$ cat config.mk
export PLATFORM = sky130hd
export DESIGN_NAME = kat_iic_arbiter
export DESIGN_NICKNAME = d
export VERILOG_FILES = /design/src/rtl/kat_iic_arbiter.sv
export SDC_FILE = /design/constraint.sdc
export NUM_CORES = 1
export LEC_CHECK = 0
export BUFFER_PORTS_ARGS = -buffer_cell sky130_fd_sc_hd__buf_2
export CAP_MARGIN = 20
export CELL_PAD_IN_SITES_DETAIL_PLACEMENT = 2
export CELL_PAD_IN_SITES_GLOBAL_PLACEMENT = 2
export CORE_ASPECT_RATIO = 1.1
export CORE_MARGIN = 2
export CORE_UTILIZATION = 20
export DETAILED_ROUTE_END_ITERATION = 6
export PLACE_DENSITY_LB_ADDON = 0.08
export SLEW_MARGIN = 20
export SYNTH_ARGS = -nofsm -noshare
export SYNTH_HDL_FRONTEND = slang
export SYNTH_SLANG_ARGS = --single-unit
$ cat constraint.sdc
create_clock -name OPB_Clk -period 2.15 [get_ports OPB_Clk]
set_input_delay 0.215 -clock OPB_Clk [delete_from_list [all_inputs] [get_ports OPB_Clk]]
set_output_delay 0.215 -clock OPB_Clk [all_outputs]
set_load 0.01 [all_outputs]
$ cat src/rtl/kat_iic_arbiter.sv
// -----------------------------------------------------------------------------
// kat_iic_arbiter
//
// Shares one downstream IIC op FIFO between NUM_REQ requesters. A requester
// wins the bus by presenting an op word with the start bit set while the
// arbiter is idle; round-robin order begins at the requester after the last
// owner. The owner then streams op words straight into the FIFO until it sends
// one with the stop bit set. The arbiter then holds the bus in a drain phase
// until the downstream FIFO reports it has emptied (xfer_done). Read bytes
// coming back from the RX path are steered to the current owner only.
//
// Optional feature (compile-time macro):
//   KAT_IIC_ARB_TIMEOUT_EN - builds an owner-idle watchdog. After
//   TIMEOUT_CYCLES consecutive OWN cycles with no accepted op, the bus is
//   forced into the drain phase and timeout_err pulses for one cycle. When
//   the macro is undefined no counter exists and timeout_err is tied low.
//
// Ports:
//   OPB_Clk          in   sole clock, rising edge
//   OPB_Rst          in   asynchronous active-high reset
//   req_valid        in   [NUM_REQ]     per-requester op word valid
//   req_op           in   [11*NUM_REQ]  op words, slice i = [11i+10:11i]
//                                      bit10 stop, bit9 start, bit8 rnw,
//                                      bits7:0 write data
//   req_ready        out  [NUM_REQ]     op word of requester i accepted when
//                                      req_valid[i] & req_ready[i]
//   op_fifo_wr_en    out  write strobe to the downstream op FIFO
//   op_fifo_wr_data  out  [11]          op word to the downstream op FIFO
//   op_fifo_full     in   downstream op FIFO full
//   xfer_done        in   one-cycle pulse when the downstream FIFO drains
//   rx_valid         in   read byte valid from the RX path
//   rx_data          in   [8]           read byte from the RX path
//   rx_valid_o       out  [NUM_REQ]     read byte valid, owner only
//   rx_data_o        out  [8]           read byte routed to the owner
//   grant            out  [NUM_REQ]     one-hot owner, zero when idle
//   busy             out  high while a requester owns or drains the bus
//   timeout_err      out  one-cycle pulse on a forced release
// -----------------------------------------------------------------------------
module kat_iic_arbiter #(
  parameter int NUM_REQ        = 4,
  parameter int TIMEOUT_CYCLES = 65535
) (
  input  logic                   OPB_Clk,
  input  logic                   OPB_Rst,
  input  logic [NUM_REQ-1:0]     req_valid,
  input  logic [11*NUM_REQ-1:0]  req_op,
  output logic [NUM_REQ-1:0]     req_ready,
  output logic                   op_fifo_wr_en,
  output logic [10:0]            op_fifo_wr_data,
  input  logic                   op_fifo_full,
  input  logic                   xfer_done,
  input  logic                   rx_valid,
  input  logic [7:0]             rx_data,
  output logic [NUM_REQ-1:0]     rx_valid_o,
  output logic [7:0]             rx_data_o,
  output logic [NUM_REQ-1:0]     grant,
  output logic                   busy,
  output logic                   timeout_err
);

  localparam int IDX_W  = (NUM_REQ > 1) ? $clog2(NUM_REQ) : 1;
  // One extra bit so last_owner + offset never overflows before the wrap.
  localparam int CAND_W = IDX_W + 1;
  localparam logic [CAND_W-1:0] NUM_REQ_C      = CAND_W'(NUM_REQ);
  // Reset points last_owner at the top requester so requester 0 goes first.
  localparam logic [IDX_W-1:0]  LAST_OWNER_RST = IDX_W'(NUM_REQ - 1);

  typedef enum logic [1:0] {
    ST_IDLE  = 2'd0,
    ST_OWN   = 2'd1,
    ST_DRAIN = 2'd2
  } state_e;

  state_e              state_q, state_d;
  logic [IDX_W-1:0]    owner_q, owner_d;
  logic [IDX_W-1:0]    last_owner_q, last_owner_d;
  logic [NUM_REQ-1:0]  grant_q, grant_d;

  logic [10:0]         op_arr_s [NUM_REQ];
  logic [NUM_REQ-1:0]  elig_s;
  logic [10:0]         owner_op_s;
  logic                owner_valid_s;
  logic                accept_s;
  logic                to_hit_s;

  logic                pick_found_s;
  logic                pick_hit_s;
  logic [IDX_W-1:0]    pick_idx_s;
  logic [CAND_W-1:0]   cand_sum_s;
  logic [CAND_W-1:0]   cand_s;

  // Unpack the flat op bus and flag requesters whose head op carries start.
  always_comb begin
    for (int i = 0; i < NUM_REQ; i++) begin
      op_arr_s[i] = req_op[11*i +: 11];
      elig_s[i]   = req_valid[i] & req_op[11*i + 9];
    end
  end

  assign owner_op_s    = op_arr_s[owner_q];
  assign owner_valid_s = req_valid[owner_q];
  assign accept_s      = (state_q == ST_OWN) && owner_valid_s && !op_fifo_full;

  // Round-robin search: walk offsets 1..NUM_REQ from last_owner, wrapping
  // modulo NUM_REQ, and keep the first eligible requester found.
  always_comb begin
    pick_found_s = 1'b0;
    pick_hit_s   = 1'b0;
    pick_idx_s   = '0;
    cand_sum_s   = '0;
    cand_s       = '0;
    for (int k = 1; k <= NUM_REQ; k++) begin
      cand_sum_s   = {1'b0, last_owner_q} + CAND_W'(k);
      cand_s       = (cand_sum_s >= NUM_REQ_C) ? (cand_sum_s - NUM_REQ_C) : cand_sum_s;
      pick_hit_s   = !pick_found_s && elig_s[cand_s[IDX_W-1:0]];
      pick_idx_s   = pick_hit_s ? cand_s[IDX_W-1:0] : pick_idx_s;
      pick_found_s = pick_found_s | pick_hit_s;
    end
  end

`ifdef KAT_IIC_ARB_TIMEOUT_EN
  localparam int TO_W = $clog2(TIMEOUT_CYCLES + 1);
  localparam logic [TO_W-1:0] TO_LIMIT = TO_W'(TIMEOUT_CYCLES);

  logic [TO_W-1:0] to_cnt_q, to_cnt_d;
  logic            timeout_err_q, timeout_err_d;

  // Owner-idle watchdog: cleared outside OWN (so entry to OWN starts at zero)
  // and on every accepted op, counts every OWN cycle without an accept.
  always_comb begin
    to_cnt_d      = to_cnt_q;
    to_hit_s      = 1'b0;
    timeout_err_d = 1'b0;
    if (state_q == ST_OWN) begin
      if (accept_s) begin
        to_cnt_d = '0;
      end else begin
        to_cnt_d      = to_cnt_q + TO_W'(1);
        to_hit_s      = (to_cnt_d == TO_LIMIT);
        timeout_err_d = to_hit_s;
      end
    end else begin
      to_cnt_d = '0;
    end
  end

  // Watchdog counter and the registered forced-release pulse.
  always_ff @(posedge OPB_Clk or posedge OPB_Rst) begin
    if (OPB_Rst) begin
      to_cnt_q      <= '0;
      timeout_err_q <= 1'b0;
    end else begin
      to_cnt_q      <= to_cnt_d;
      timeout_err_q <= timeout_err_d;
    end
  end

  assign timeout_err = timeout_err_q;
`else
  assign to_hit_s    = 1'b0;
  assign timeout_err = 1'b0;
`endif

  // State register together with the ownership bookkeeping flops.
  always_ff @(posedge OPB_Clk or posedge OPB_Rst) begin
    if (OPB_Rst) begin
      state_q      <= ST_IDLE;
      owner_q      <= '0;
      last_owner_q <= LAST_OWNER_RST;
      grant_q      <= '0;
    end else begin
      state_q      <= state_d;
      owner_q      <= owner_d;
      last_owner_q <= last_owner_d;
      grant_q      <= grant_d;
    end
  end

  // Next-state logic: arbitrate in IDLE, leave OWN on an accepted stop op
  // (or a watchdog hit), leave DRAIN only on xfer_done.
  always_comb begin
    state_d      = state_q;
    owner_d      = owner_q;
    last_owner_d = last_owner_q;
    grant_d      = grant_q;
    case (state_q)
      ST_IDLE: begin
        if (pick_found_s) begin
          state_d             = ST_OWN;
          owner_d             = pick_idx_s;
          grant_d             = '0;
          grant_d[pick_idx_s] = 1'b1;
        end else begin
          state_d = ST_IDLE;
          grant_d = '0;
        end
      end
      ST_OWN: begin
        // A stop op being accepted takes the same path whether or not
        // start is also set in that word.
        if (accept_s && owner_op_s[10]) begin
          state_d = ST_DRAIN;
        end else if (to_hit_s) begin
          state_d = ST_DRAIN;
        end else begin
          state_d = ST_OWN;
        end
      end
      ST_DRAIN: begin
        if (xfer_done) begin
          state_d      = ST_IDLE;
          grant_d      = '0;
          last_owner_d = owner_q;
        end else begin
          state_d = ST_DRAIN;
        end
      end
      default: begin
        state_d = ST_IDLE;
        grant_d = '0;
      end
    endcase
  end

  // Output decode: the FIFO handshake passes straight through for the owner
  // in OWN; RX bytes reach the owner in OWN and DRAIN; everything is zero in
  // IDLE so an asynchronous reset clears the outputs immediately.
  always_comb begin
    req_ready       = '0;
    op_fifo_wr_en   = 1'b0;
    op_fifo_wr_data = 11'd0;
    rx_valid_o      = '0;
    rx_data_o       = 8'd0;
    case (state_q)
      ST_IDLE: begin
        req_ready = '0;
      end
      ST_OWN: begin
        req_ready[owner_q]  = !op_fifo_full;
        op_fifo_wr_en       = owner_valid_s && !op_fifo_full;
        op_fifo_wr_data     = owner_op_s;
        rx_valid_o[owner_q] = rx_valid;
        rx_data_o           = rx_data;
      end
      ST_DRAIN: begin
        rx_valid_o[owner_q] = rx_valid;
        rx_data_o           = rx_data;
      end
      default: begin
        req_ready = '0;
      end
    endcase
  end

  assign grant = grant_q;
  assign busy  = (state_q == ST_OWN) || (state_q == ST_DRAIN);

endmodule

-- After elaboration in Yosys (flattened, before gate mapping)
Cells that the tools add are included.
- register bits after elaboration: 10
- output and inout port bits: 34
- input port bits: 61
- order comparisons: 13
- equal/unequal tests: 3
- reduce and logical (&&, ||, !) cells: 19
- multiplexer cells: 37
- add/subtract/negate cells: 8
- bitwise gates (word level): 11
- operators with widths (kind ; count):
    $mux 11 ; 3
    $bmux 11 s2 ; 1
    $mux 2 ; 10
    $lt 2x3->1 const B ; 6
    $mux 4 ; 4
    $ge 3x3->1 const B ; 5
    $pmux 4 s3 ; 1
    $bmux 1 s2 ; 5
    $logic_and 1x1->1 ; 9
    $mux 1 ; 9
    $and 4x4->4 ; 2
    $mux 8 ; 1
    $sub 2x1->2 const B ; 4
    $add 2x2->3 const B ; 2
    $pmux 2 s3 ; 1
    $reduce_and 2->1 ; 3
    $and 1x1->1 ; 4
    $demux 1 s2 ; 2
    $ge 2x1->1 const B ; 2
    $logic_not 1->1 ; 4
    $add 2x1->3 const B ; 1
    $add 2x3->3 const B ; 1
    $not 2->3 ; 1
    $or 1x1->1 ; 3
    7 further kinds ; 7

-- Logic depth before layout (Yosys ltp)
- depth after elaboration: 20
- gate-level depth with buffers: 6

-- Least setup slack after synthesis
OpenSTA, ideal clock, no wires.
- path kind: register to output
- start point: register owner_q[0]
- end point: output op_fifo_wr_data[7]
- cell stages (with the launch flop): 5
- path buffers: 2
- arrival time: 1.379 ns
- path slack: 0.556 ns
- cell sequence: dfrtp_1 > buf_4 > buf_2 > mux4_2 > and2_1
- cells in the longest elaborated chain, start to end: 5
- RTL lines (what ; line ; text):
    from (decl) ; 75 ; logic [IDX_W-1:0] owner_q, owner_d;
    from (signal assigned) ; 173 ; owner_q <= owner_d;
    $not 2->3 (not written as such) ; 100 ; assign owner_op_s = op_arr_s[owner_q];
    $bmux 11 s2 ; 100 ;
    $mux 11 (not written as such) (2 in a row) ; 100 ;
    $mux 11 ; 234 ; case (state_q)
    to (decl) ; 49 ; output logic [10:0] op_fifo_wr_data,
Every way passes these cells. The select of a mux whose other input is x is not followed.

-- Worst setup path after layout
Ends and elaborated chain as after synthesis.

==> results by stage <==
Run status:
- The flow ran to the end, and the final reports show no timing, DRC or antenna violations.

Synth:
- Ranked by total cell area, the synthesized netlist is headed by dfrtp_1 18%, mux4_2 14%, mux4_1 12%, and2_1 11%, dfstp_2 4.8%.
- The post-synthesis adder-cell area fraction is 0.0457.
- For this run, the number of Yosys warnings is 0.
- After synthesis, the share of cell area in mux cells is 0.285.
- The portion of synthesized cell area occupied by the leading cell type is 0.183.
- Of the synthesized area, sequential elements account for 0.231.
- In this run the mean area of a mapped cell was 10.3 µm².
- Of the total synthesized cell area, the portion taken by XOR and XNOR cells is 0.
- The share of synthesized flip-flops with an asynchronous set or reset is 1.00.
- The area fraction in compound gates after synthesis is 0.138.
- After synthesis, the largest family of logic cells by area is multiplexers.
- The largest total area in the synthesized netlist belongs to dfrtp_1.
- After synthesis the cells add up to 1090 µm².
- Synthesis produced a netlist with a net count of 171.
- In the post-synthesis netlist, the cell with the most instances is and2_1.
- The number of enable-type register cells in the synthesized netlist is 0.
- Of the total synthesized cell area, the portion taken by AND, OR, NAND and NOR gates is 0.248.
- The netlist uses 34 different library cells.
- Sorting the synthesized cells by how often they occur yields 20 x and2_1, 11 x nand2_1, 8 x dfrtp_1.
- The most instantiated flip-flop cell in the synthesis netlist is dfrtp_1.
- Counting flops and latches in the post-synthesis netlist gives 10.
- Synthesis produced 106 cells.

Global route:
- The global routing stage identified its most utilized layer as met2.
- The remaining global-route overflow is 0.
- The met3 global-route usage is 0.0368.
- Entering global routing, the biggest net connects 13 pins.
- In the global route stage, met2 resource usage came out at 0.284.
- The number of global-route vias before repair is 1338.
- The number of antenna violations at the first check in global routing is 0.
- The combined global-route utilization of all metal layers is 0.142.
- For met1 alone, demand over resource in global routing was 0.147.
- The first global-routing pass estimated 6.58 mm of wire.

Placed design:
- Port buffering added 93 buffers.
- At the end of routability-driven placement, the weighted congestion stood at 0.693.
- Detailed placement finished with a half-perimeter wire length of 3.81 mm.

Layout:
- The core utilization of the finished layout is 0.321.
- The area growth from synthesis to final layout is 56.0%.
- In the final layout, the share of cells above drive strength 1 is 0.571.
- For this run, the post-layout net count is 269.
- The number of antenna repair diodes is 0.

Timing:
- Setup repair after global routing left no endpoint under its margin.
- The transition time at the pin with the least slew margin is 697 ps.
- The total negative slack is 0 ps.
- The worst-case headroom to the max-slew limit is 0.529.
- The count of final hold-check violations is 0.
- Setup violations remaining at the end of the flow were counted as 0.
- Based on the critical path, the design can be clocked at up to 0.499 GHz.
- The time the final worst path needs with I/O delays and setup is 2000 ps.
- Dividing the final minimum period by the clock period gives 0.932.
- The final clock skew is 0.899 ps.
- The number of pins with negative max-slew slack in the final report is 0.

Setup path:
- The category of the most critical setup path is reg2out.
- The data required time at the worst endpoint is 1930 ps.
- The setup slack of the worst register-to-register path is 390 ps.
- The element type at the critical path end is an output port.
- In this run the worst path has a maximum fanout of 9.
- The type of origin of the critical path is a flip-flop.
- Data arrives at the worst endpoint at 1790 ps.

Clock network:
- The number of clock sinks seen by CTS is 10.
- The clock root buffer is clkbuf_8.
- Clock-pin slew was measured on the worst setup and hold paths at 50 ps.
- The buffer depth of the longest clock path is 2.
- For the worst-skew pair, the clock arrives at the later sink with an insertion delay of 240 ps.
- The total CTS buffers is 3.
- The CTS tree is done.
- The post-cts repair resize count is 0.
- In this run the number of H-tree levels came out at 1.

Routing:
- Dividing the detail-routed wire length by the instance count gives 15.7 µm.
- In the routed design, unresolved DRC markers number 0.
- In this run, the number of DRC markers left after iteration 0 of detailed routing was 12.
- The number of optimization iterations in the first detailed-route pass is 4.
- For this block, the via count after detailed routing is 1248.
- The residual antenna-violating net count after detailed routing is 0.
- The number of vias per cell is 4.49.
- The total length of routed wires is 4.36 mm.

Die:
- The total number of placement rows is 28.
- The die area is 6080 µm².
- The die is 81.6 µm tall.
- The effective utilization at floorplan is 0.206.
- The floorplan die width is 74.5 µm.
- The area of the core is 5330 µm².
- The I/O pin total is 95.

Power and ir drop:
- For this design the ratio of total power to cell area is 1140 nW/µm².
- VDD sags by at most 0.000473 V.
- The static leakage is 0.000892 µW.

Flow run:
- The max-cap check violation count is 0.

Hold path:
- The type of the worst min-delay path is in2reg.
critical path, stage by stage, from the launching register on:
cell	delay, ps
dfrtp_1	520
buf_4	240
mux4_2	490
and2_1	160
buf_2	130
per-stage QoR:
| step | setup slack, ps | cell area [µm²] | hold slack (ps) | cells | power (µW) |
|---|---|---|---|---|---|
| 6_report | 147 | 1710 | 307 | 278 | 1950 |
| 5_1_grt | 38.1 | 1710 | 354 | 278 | 2130 |
| 4_1_cts | 111 | 1710 | 311 | 278 | 2000 |
| 3_5_place_dp | 369 | 1650 | 216 | 273 | 1790 |
| 3_3_place_gp | 387 | 1650 | 202 | 273 | 1750 |
| 2_1_floorplan | 556 | 1090 | 53.7 | 106 | 1260 |
registers in the layout, summed over array words and instances (netlist names):
name          count
owner_q           2
grant             4
last_owner_q      2
state_q           2
final timing paths:
path / from / to / cells after the start
worst min register to register: grant[0] / grant[0] / 1
min in group asynchronous: OPB_Rst / state_q[1] / 3
max in group asynchronous: OPB_Rst / last_owner_q[1] / 3
worst min-delay path: xfer_done / state_q[1] / 3
worst max register to register: last_owner_q[0] / grant[2] / 4
worst max-delay path: owner_q[0] / op_fifo_wr_data[7] / 4
repair_timing:
item                      4_1_cts  5_1_grt
buffers inserted                0        0
hold endpoints to repair        8        0
hold buffers                    1        0
metal layers:
layer,routed length [µm],part of all wire,vias up
li1,-,-,588
met1,1610,0.37,607
met2,2410,0.55,50
met3,319,0.073,3
met4,19,0.0044,0
met5,0,0,-
cells in the final DEF, fill, tap and decap left out, types with 3 or more instances in the layout:
cell,instances
nor2_1,7
dfrtp_1,8
nand2b_1,4
ha_1,4
clkbuf_8,3
inv_1,4
and2_1,20
mux4_1,5
nand2_1,11
buf_2,93
a32o_1,4
mux4_2,7
buf_4,5
kinds of logic (layout without fill, tap and decap cells):
group                    after synthesis  after routing
multiplexers                          14             14
AND/OR/NAND/NOR                       49             49
AO/OA/AOI/OAI                         18             18
adder cells (fa/ha/maj)                4              4
other                                  1              1
flip-flops                            10             10
buffers and inverters                 10            107
final cells by class:
cell class | count | area (µm²)
clock buffers | 4 | 45.0
repair buffers | 99 | 513
fillers | 641 | 3620
well taps | 75 | 93.8
inverters | 4 | 15.0
multi-input cells | 86 | 788
flip-flops and latches | 10 | 253
power by group:
group	total [µW]	switching (µW)	internal, µW
Combinational	1390	682	710
Sequential	359	84.4	274
Clock	205	74.7	130
Total	1950	841	1110
Note: power is estimated with default switching activity, not from simulation.
